### config.mk
export PLATFORM = sky130hd
export DESIGN_NAME = router_pkt_ingress
export DESIGN_NICKNAME = d
export VERILOG_FILES = /design/src/rtl/router_pkt_ingress.sv
export SDC_FILE = /design/constraint.sdc
export NUM_CORES = 1
export LEC_CHECK = 0
export CAP_MARGIN = 20
export CORE_UTILIZATION = 40
export DETAILED_ROUTE_END_ITERATION = 12
export SETUP_SLACK_MARGIN = 0.02
export SYNTH_ARGS = -nofsm -noshare
export SYNTH_HDL_FRONTEND = slang
export SYNTH_SLANG_ARGS = --single-unit
### constraint.sdc
create_clock -name clk -period 4.6 [get_ports clk]
set_input_delay 0.46 -clock clk [delete_from_list [all_inputs] [get_ports clk]]
set_output_delay 0.46 -clock clk [all_outputs]
set_load 0.01 [all_outputs]
### src/rtl/router_pkt_ingress.sv
// Write-side controller for the router's per-destination output FIFOs: header decode,
// byte steering, parity check and source backpressure. Optional counters: ROUTER_PKT_COUNT_EN.
module router_pkt_ingress #(
   parameter int NUM_DEST = 3,
   parameter int CNT_W    = 16
) (
   input  logic                clk,
   input  logic                resetn,
   input  logic                pkt_valid,
   input  logic [7:0]          data_in,
   input  logic [NUM_DEST-1:0] fifo_full,
   input  logic [NUM_DEST-1:0] fifo_empty,
   input  logic [NUM_DEST-1:0] soft_reset,
   output logic                busy,
   output logic [NUM_DEST-1:0] write_enb,
   output logic                lfd_state,
   output logic [7:0]          data_out,
   output logic                parity_done,
   output logic                err
`ifdef ROUTER_PKT_COUNT_EN
   ,
   output logic [CNT_W-1:0]    pkt_count,
   output logic [7:0]          err_count
`endif
);

   localparam logic [2:0] S_IDLE         = 3'd0;
   localparam logic [2:0] S_LOAD_DATA    = 3'd1;
   localparam logic [2:0] S_LOAD_PARITY  = 3'd2;
   localparam logic [2:0] S_CHECK_PARITY = 3'd3;
   localparam logic [2:0] S_DROP         = 3'd4;

   logic [2:0] state_q, state_d;
   logic [1:0] dest_q, dest_d;
   // One bit wider than the length field: an invalid header with L=63 owes 64 bytes.
   logic [6:0] rem_q, rem_d;
   logic [7:0] par_q, par_d;
   logic       err_q, err_d;
   logic       pdone_q, pdone_d;

   logic [1:0] hdr_addr;
   logic [5:0] hdr_len;
   logic       hdr_valid;
   logic       busy_c, acc, wr, lfd_c;
   logic [1:0] wr_dest;

   assign hdr_addr  = data_in[1:0];
   assign hdr_len   = data_in[7:2];
   assign hdr_valid = int'(hdr_addr) < NUM_DEST;

   // NOTE: every signal driven here gets a default first, so no path can infer a latch.
   always_comb begin
      state_d = state_q;
      dest_d  = dest_q;
      rem_d   = rem_q;
      par_d   = par_q;
      err_d   = err_q;
      pdone_d = 1'b0;
      busy_c  = 1'b0;
      acc     = 1'b0;
      wr      = 1'b0;
      lfd_c   = 1'b0;
      wr_dest = dest_q;
      case (state_q)
         S_IDLE: begin
            if (hdr_valid) begin
               busy_c = pkt_valid & ~fifo_empty[hdr_addr];
               acc    = pkt_valid & ~busy_c;
               if (acc) begin
                  wr      = 1'b1;
                  lfd_c   = 1'b1;
                  wr_dest = hdr_addr;
                  dest_d  = hdr_addr;
                  rem_d   = {1'b0, hdr_len};
                  par_d   = data_in;
                  err_d   = 1'b0;
                  state_d = (hdr_len != 6'd0) ? S_LOAD_DATA : S_LOAD_PARITY;
               end
            end else if (pkt_valid) begin
               rem_d   = {1'b0, hdr_len} + 7'd1;
               state_d = S_DROP;
            end
         end
         S_LOAD_DATA: begin
            busy_c = fifo_full[dest_q];
            acc    = pkt_valid & ~busy_c;
            if (soft_reset[dest_q]) begin
               // A byte taken in the flush cycle is discarded and no longer owed.
               rem_d   = acc ? rem_q : rem_q + 7'd1;
               state_d = S_DROP;
            end else if (acc) begin
               wr    = 1'b1;
               par_d = par_q ^ data_in;
               rem_d = rem_q - 7'd1;
               if (rem_q == 7'd1) state_d = S_LOAD_PARITY;
            end
         end
         S_LOAD_PARITY: begin
            busy_c = fifo_full[dest_q];
            acc    = pkt_valid & ~busy_c;
            if (soft_reset[dest_q]) begin
               rem_d   = acc ? 7'd0 : 7'd1;
               state_d = acc ? S_IDLE : S_DROP;
            end else if (acc) begin
               wr      = 1'b1;
               par_d   = par_q ^ data_in;
               pdone_d = 1'b1;
               state_d = S_CHECK_PARITY;
            end
         end
         S_CHECK_PARITY: begin
            busy_c  = 1'b1;
            err_d   = |par_q;
            state_d = S_IDLE;
         end
         S_DROP: begin
            if (pkt_valid) begin
               rem_d = rem_q - 7'd1;
               if (rem_q <= 7'd1) state_d = S_IDLE;
            end
         end
         default: state_d = S_IDLE;
      endcase
   end

   // NOTE: sequential state uses non-blocking assignments so every register samples pre-edge values.
   always_ff @(posedge clk) begin
      if (!resetn) begin
         state_q <= S_IDLE;
         dest_q  <= 2'd0;
         rem_q   <= 7'd0;
         par_q   <= 8'h00;
         err_q   <= 1'b0;
         pdone_q <= 1'b0;
      end else begin
         state_q <= state_d;
         dest_q  <= dest_d;
         rem_q   <= rem_d;
         par_q   <= par_d;
         err_q   <= err_d;
         pdone_q <= pdone_d;
      end
   end

   assign busy        = resetn & busy_c;
   assign write_enb   = (resetn && wr) ? (NUM_DEST'(1) << wr_dest) : '0;
   assign lfd_state   = resetn & lfd_c;
   assign data_out    = (resetn && wr) ? data_in : 8'h00;
   assign parity_done = resetn & pdone_q;
   assign err         = resetn & err_q;

`ifdef ROUTER_PKT_COUNT_EN
   logic [CNT_W-1:0] pkt_cnt_q;
   logic [7:0]       err_cnt_q;

   // pdone_q marks the CHECK_PARITY cycle, where par_q holds the residual XOR.
   always_ff @(posedge clk) begin
      if (!resetn) begin
         pkt_cnt_q <= '0;
         err_cnt_q <= 8'h00;
      end else if (pdone_q) begin
         pkt_cnt_q <= pkt_cnt_q + 1'b1;
         if ((|par_q) && (err_cnt_q != 8'hFF)) err_cnt_q <= err_cnt_q + 8'h01;
      end
   end

   assign pkt_count = resetn ? pkt_cnt_q : '0;
   assign err_count = resetn ? err_cnt_q : 8'h00;
`endif

endmodule

Yosys cells after proc, flatten, opt, wreduce, memory -nomap -nowiden
Index checks and enable logic that the tools add are counted.
{"block": "totals", "register_bits": 22, "wordCells": 106}
{"block": "classes", "n_addsub": 3, "order_cmp": 4, "eq_ne": 18, "shift": 1, "n_mux": 50, "bitwise": 11, "reduce_logical": 13}
{"cell": "$mux 7", "n": 8}
{"cell": "$mux 8", "n": 5}
{"cell": "$mux 3", "n": 12}
{"cell": "$pmux 7 s4", "n": 1}
{"cell": "$ne 3x3->1 const B", "n": 6}
{"cell": "$pmux 8 s2", "n": 1}
{"cell": "$reduce_and 7->1", "n": 2}
{"cell": "$mux 1", "n": 12}
{"cell": "$ne 2x2->1 const B", "n": 6}
{"cell": "$pmux 3 s4", "n": 1}
{"cell": "$mux 2", "n": 4}
{"cell": "$reduce_or 8->1", "n": 1}
{"cell": "$xor 8x8->8", "n": 1}
{"cell": "$add 6x1->7 const B", "n": 1}
{"cell": "$add 7x1->7 const B", "n": 1}
{"cell": "$and 1x1->1", "n": 7}
{"cell": "$eq 7x1->1 const B", "n": 1}
{"cell": "$le 7x1->1 const B", "n": 1}
{"cell": "$sub 7x1->7 const B", "n": 1}
{"cell": "$bmux 1 s2", "n": 3}
{"cell": "$eq 3x2->1 const B", "n": 2}
{"cell": "$lt 2x3->1 const B", "n": 2}
{"cell": "$reduce_bool 6->1", "n": 1}
{"cell": "$reduce_and 5->1", "n": 1}
{"cell": "15 further kinds", "n": 19}

Depth between registers and ports, before layout
{"block": "depth", "depth_word": 11, "depth_mapped": 8}

Worst setup path after synthesis
OpenSTA, ideal clock, no wires.
{"block": "synth_path", "path_type": "input to output", "from": "in data_in[0]", "to": "out write_enb[0]", "arrival_ps": 1732, "required_ps": 4140, "slack_ps": 2408, "stages": 6, "path_buffers": 1, "path_cell_list": "buf_2 -> a21oi_1 -> nand3_1 -> or2_1 -> or3_1 -> a21oi_1"}
{"block": "synth_between", "elab_chain_len": 11}
{"item": "start: declaration", "line_no": "10", "source": "input logic [7:0] data_in,"}
{"item": "$bmux 1 s2", "line_no": "67", "source": "busy_c = pkt_valid & ~fifo_empty[hdr_addr];"}
{"item": "$mux 1 (not written as such)", "line_no": "67"}
{"item": "$not 1->1", "line_no": "67"}
{"item": "$and 1x1->1", "line_no": "67"}
{"item": "$not 1->1", "line_no": "68", "source": "acc = pkt_valid & ~busy_c;"}
{"item": "$and 1x1->1", "line_no": "68"}
{"item": "$mux 1 or $mux 2 (tied branches)"}
{"item": "$mux 1 or $mux 2 (tied branches)", "line_no": "66", "source": "if (hdr_valid) begin"}
{"item": "$pmux 1 s2 or $mux 2 (tied branches)"}
{"item": "$logic_and 1x1->1 or $shl 1x2->3 (tied branches)", "line_no": "146", "source": "assign write_enb = (resetn && wr) ? (NUM_DEST'(1) << wr_dest) : '0;"}
{"item": "$mux 3 (*)", "line_no": "146"}
{"item": "end: declaration", "line_no": "15", "source": "output logic [NUM_DEST-1:0] write_enb,"}
Every way passes the cells marked *; elsewhere a longest branch is shown, timed or not. The select of a mux whose other input is x is not followed.

Final worst setup path
{"block": "layout_path", "from": "in data_in[1]", "to": "out write_enb[0]"}
The elaborated chain is that of the path after synthesis.

==> metrics.csv <==
metric,value,unit
yosysTopAreaCell,dfxtp_1,
dp_cells,361,
finClkSkew,0.0103,ns
insertion_delay,0.28,ns
required,4.14,ns
ys_warn_count,0,
post_cts_buffers,0,
layout.nets,324,
mostFrequentLayoutCell,nand2_1,
peakVddDrop,0.168,mV
layout_min_cycle_time,3.63,ns
p_clk_frac,0.135,
synth_simple_gate_area_frac,0.300,
die_h,73.1,µm
p_seq_frac,0.307,
grt_max_degree,21,
seq_area_frac_synth,0.218,
firstDrtPassIters,4,
avgRoutedWirePerCell,15.2,µm
syn_nets,300,
power.leakage,0.861,nW
worstSetupPathType,primary input to output port,
startpoint_type,primary input,
yosys.area_share.xor_xnor,0.0824,
final.setup.tns,0,ns
p_comb_frac,0.558,
power.density,404,nW/µm²
worstPathArrival,3.17,ns
synth_fa_ha_area_frac,0.0310,
dieArea,5340,µm²
status,"complete, no violations",
r2r-end,rem_q[5]$_SDFFE_PN0P_,
worst_slack,0.971,ns
ctsHtreeMaxLevel,1,
cts.sinks,22,
grt_util_all_layers,0.229,
dominantRegCellSynth,dfxtp_1,
endpoint_kind,output port,
slew_violations,0,
setup_viol,0,
netSwitchingFraction,0.458,
rows,25,
reg2reg_from,state_q[1]$_SDFFE_PN0P_,
switchingPower,445,µW
endpoint,write_enb[0],
viasPerCell,5.54,
synth_top_area_frac,0.218,
cts_buffer_depth,2,
ys_ff_latch,22,
cts_hold_buf,0,
critPathMaxFanout,15,
pre_cts_slack,0.971,ns
synth_compound_area_frac,0.249,
finalCritPeriodShare,0.789,
startpoint,data_in[1],
port_buffers,34,
rsz0062_at_grt,no,
maxCapViolCount,0,
syn_area_per_cell,7.34,µm²
antennaDiodeCount,0,
synthDistinctLibCells,60,
max_freq,0.276,GHz
drc_errors,0,
grt_pass1_wl,9540,µm
antenna_found_initial,0,
netlist_instances,275,
start_util,0.422,
io_pins,35,
synth_top_family_by_area,simple AND/OR/NAND/NOR gates,
timing.slew.headroom,0.472,
drt_iter0_drc,211,
final_area,2410,µm²
gp_congestion,0.814,
cts_buffers,3,
fin_cells,364,
layout-drive-gt1-share,0.0774,
final_cell_mix,"nand2_1 (45), clkdlybuf4s50_1 (34), nor2_1 (26)",
synth_edf_count,0,
hpwlAfterDp,4160,µm
dpl-instance-area,2360,µm²
holdWs,0.504,ns
ctsRootBufferMaster,clkbuf_8,
clk_pin_slew,0.08,ns
p_int,526,µW
hold_class,flop to flop,
via_count,2018,
area.growth.synth_to_final,19.1,%
rrSetupSlack,1.95,ns
ys_top_cells_by_area,"dfxtp_1 (22%), nand2_1 (8.4%), xnor2_1 (6.1%)",
p_total,971,µW
grt-ovfl-total,0,
cts_resized,0,
utilization,0.503,
worst_slew_pin_slew,0.789,ns
cts_tree,done,
grt_pass1_vias,1989,
coreArea,4790,µm²
synth-async-reset-ratio,0,
wl,5530,µm
synthMuxAreaShare,0.0483,
die-width,73.1,µm
hold_viol_final,0,
netlist_area,2020,µm²
ant_nets,0,
reg2reg_depth,6,
[cell families (layout without fill, tap and decap cells)]
| family | Yosys count | in the layout |
|---|---|---|
| XOR/XNOR | 19 | 19 |
| AO/OA/AOI/OAI | 69 | 69 |
| multiplexers | 8 | 8 |
| AND/OR/NAND/NOR | 124 | 124 |
| buffers and inverters | 28 | 50 |
| flip-flops | 22 | 22 |
| adder cells (fa/ha/maj) | 5 | 5 |
[flip-flops by register name, indices dropped and copies added (netlist names)]
name,count
pdone_q,1
dest_q,2
err_q,1
rem_q,7
par_q,8
state_q,3
[worst min path at each step]
stage,start,end,slack [ns],cells after the start
finish,rem_q[6]$_SDFFE_PN0P_,rem_q[6]$_SDFFE_PN0P_,0.50,2
global route,rem_q[6]$_SDFFE_PN0P_,rem_q[6]$_SDFFE_PN0P_,0.54,2
CTS,rem_q[6]$_SDFFE_PN0P_,rem_q[6]$_SDFFE_PN0P_,0.51,2
detailed placement,rem_q[6]$_SDFFE_PN0P_,rem_q[6]$_SDFFE_PN0P_,0.49,2
global placement,err_q$_SDFFE_PN0P_,err_q$_SDFFE_PN0P_,0.47,2
floorplan,err_q$_SDFFE_PN0P_,err_q$_SDFFE_PN0P_,0.46,2
[synthesized netlist by cell type (7+ instances only)]
master     n
nand3_1    9
xnor2_1   14
and3_1     7
nand2_1   45
inv_1      8
nor2_1    26
o21ai_0    9
a21oi_1   16
dfxtp_1   22
clkbuf_1   8
[power by group through the flow]
stage	clock, mW	sequential (mW)	combinational [mW]
finish	0.131	0.298	0.542
global route	0.142	0.305	0.603
CTS	0.134	0.296	0.542
detailed placement	0	0.300	0.540
global placement	0	0.301	0.536
floorplan	0	0.259	0.462
[layout make-up]
type                            count  area, µm²
Multi-Input combinational cell    225       1440
Sequential cell                    22        440
Timing Repair Buffer               38        370
Clock buffer                        3       41.3
Tap cell                           67       83.8
Fill cell                         483       2380
Inverter                            9       33.8
[critical path: stages]
cell	delay [ns]
clkdlybuf4s50_1	0.63
a21oi_1	0.31
nand3_1	0.17
o22ai_1	0.56
nand2_1	0.30
a21oi_1	0.19
clkdlybuf4s50_1	0.55
[layer usage]
| metal | share of wire | GRT usage | vias to the layer above |
|---|---|---|---|
| met4 | 0.016 | 0.0632 | 0 |
| li1 | - | - | 1021 |
| met5 | 0 | 0 | - |
| met1 | 0.46 | 0.304 | 935 |
| met2 | 0.47 | 0.381 | 51 |
| met3 | 0.048 | 0.0401 | 11 |
Note: power is estimated with default switching activity, not from simulation.
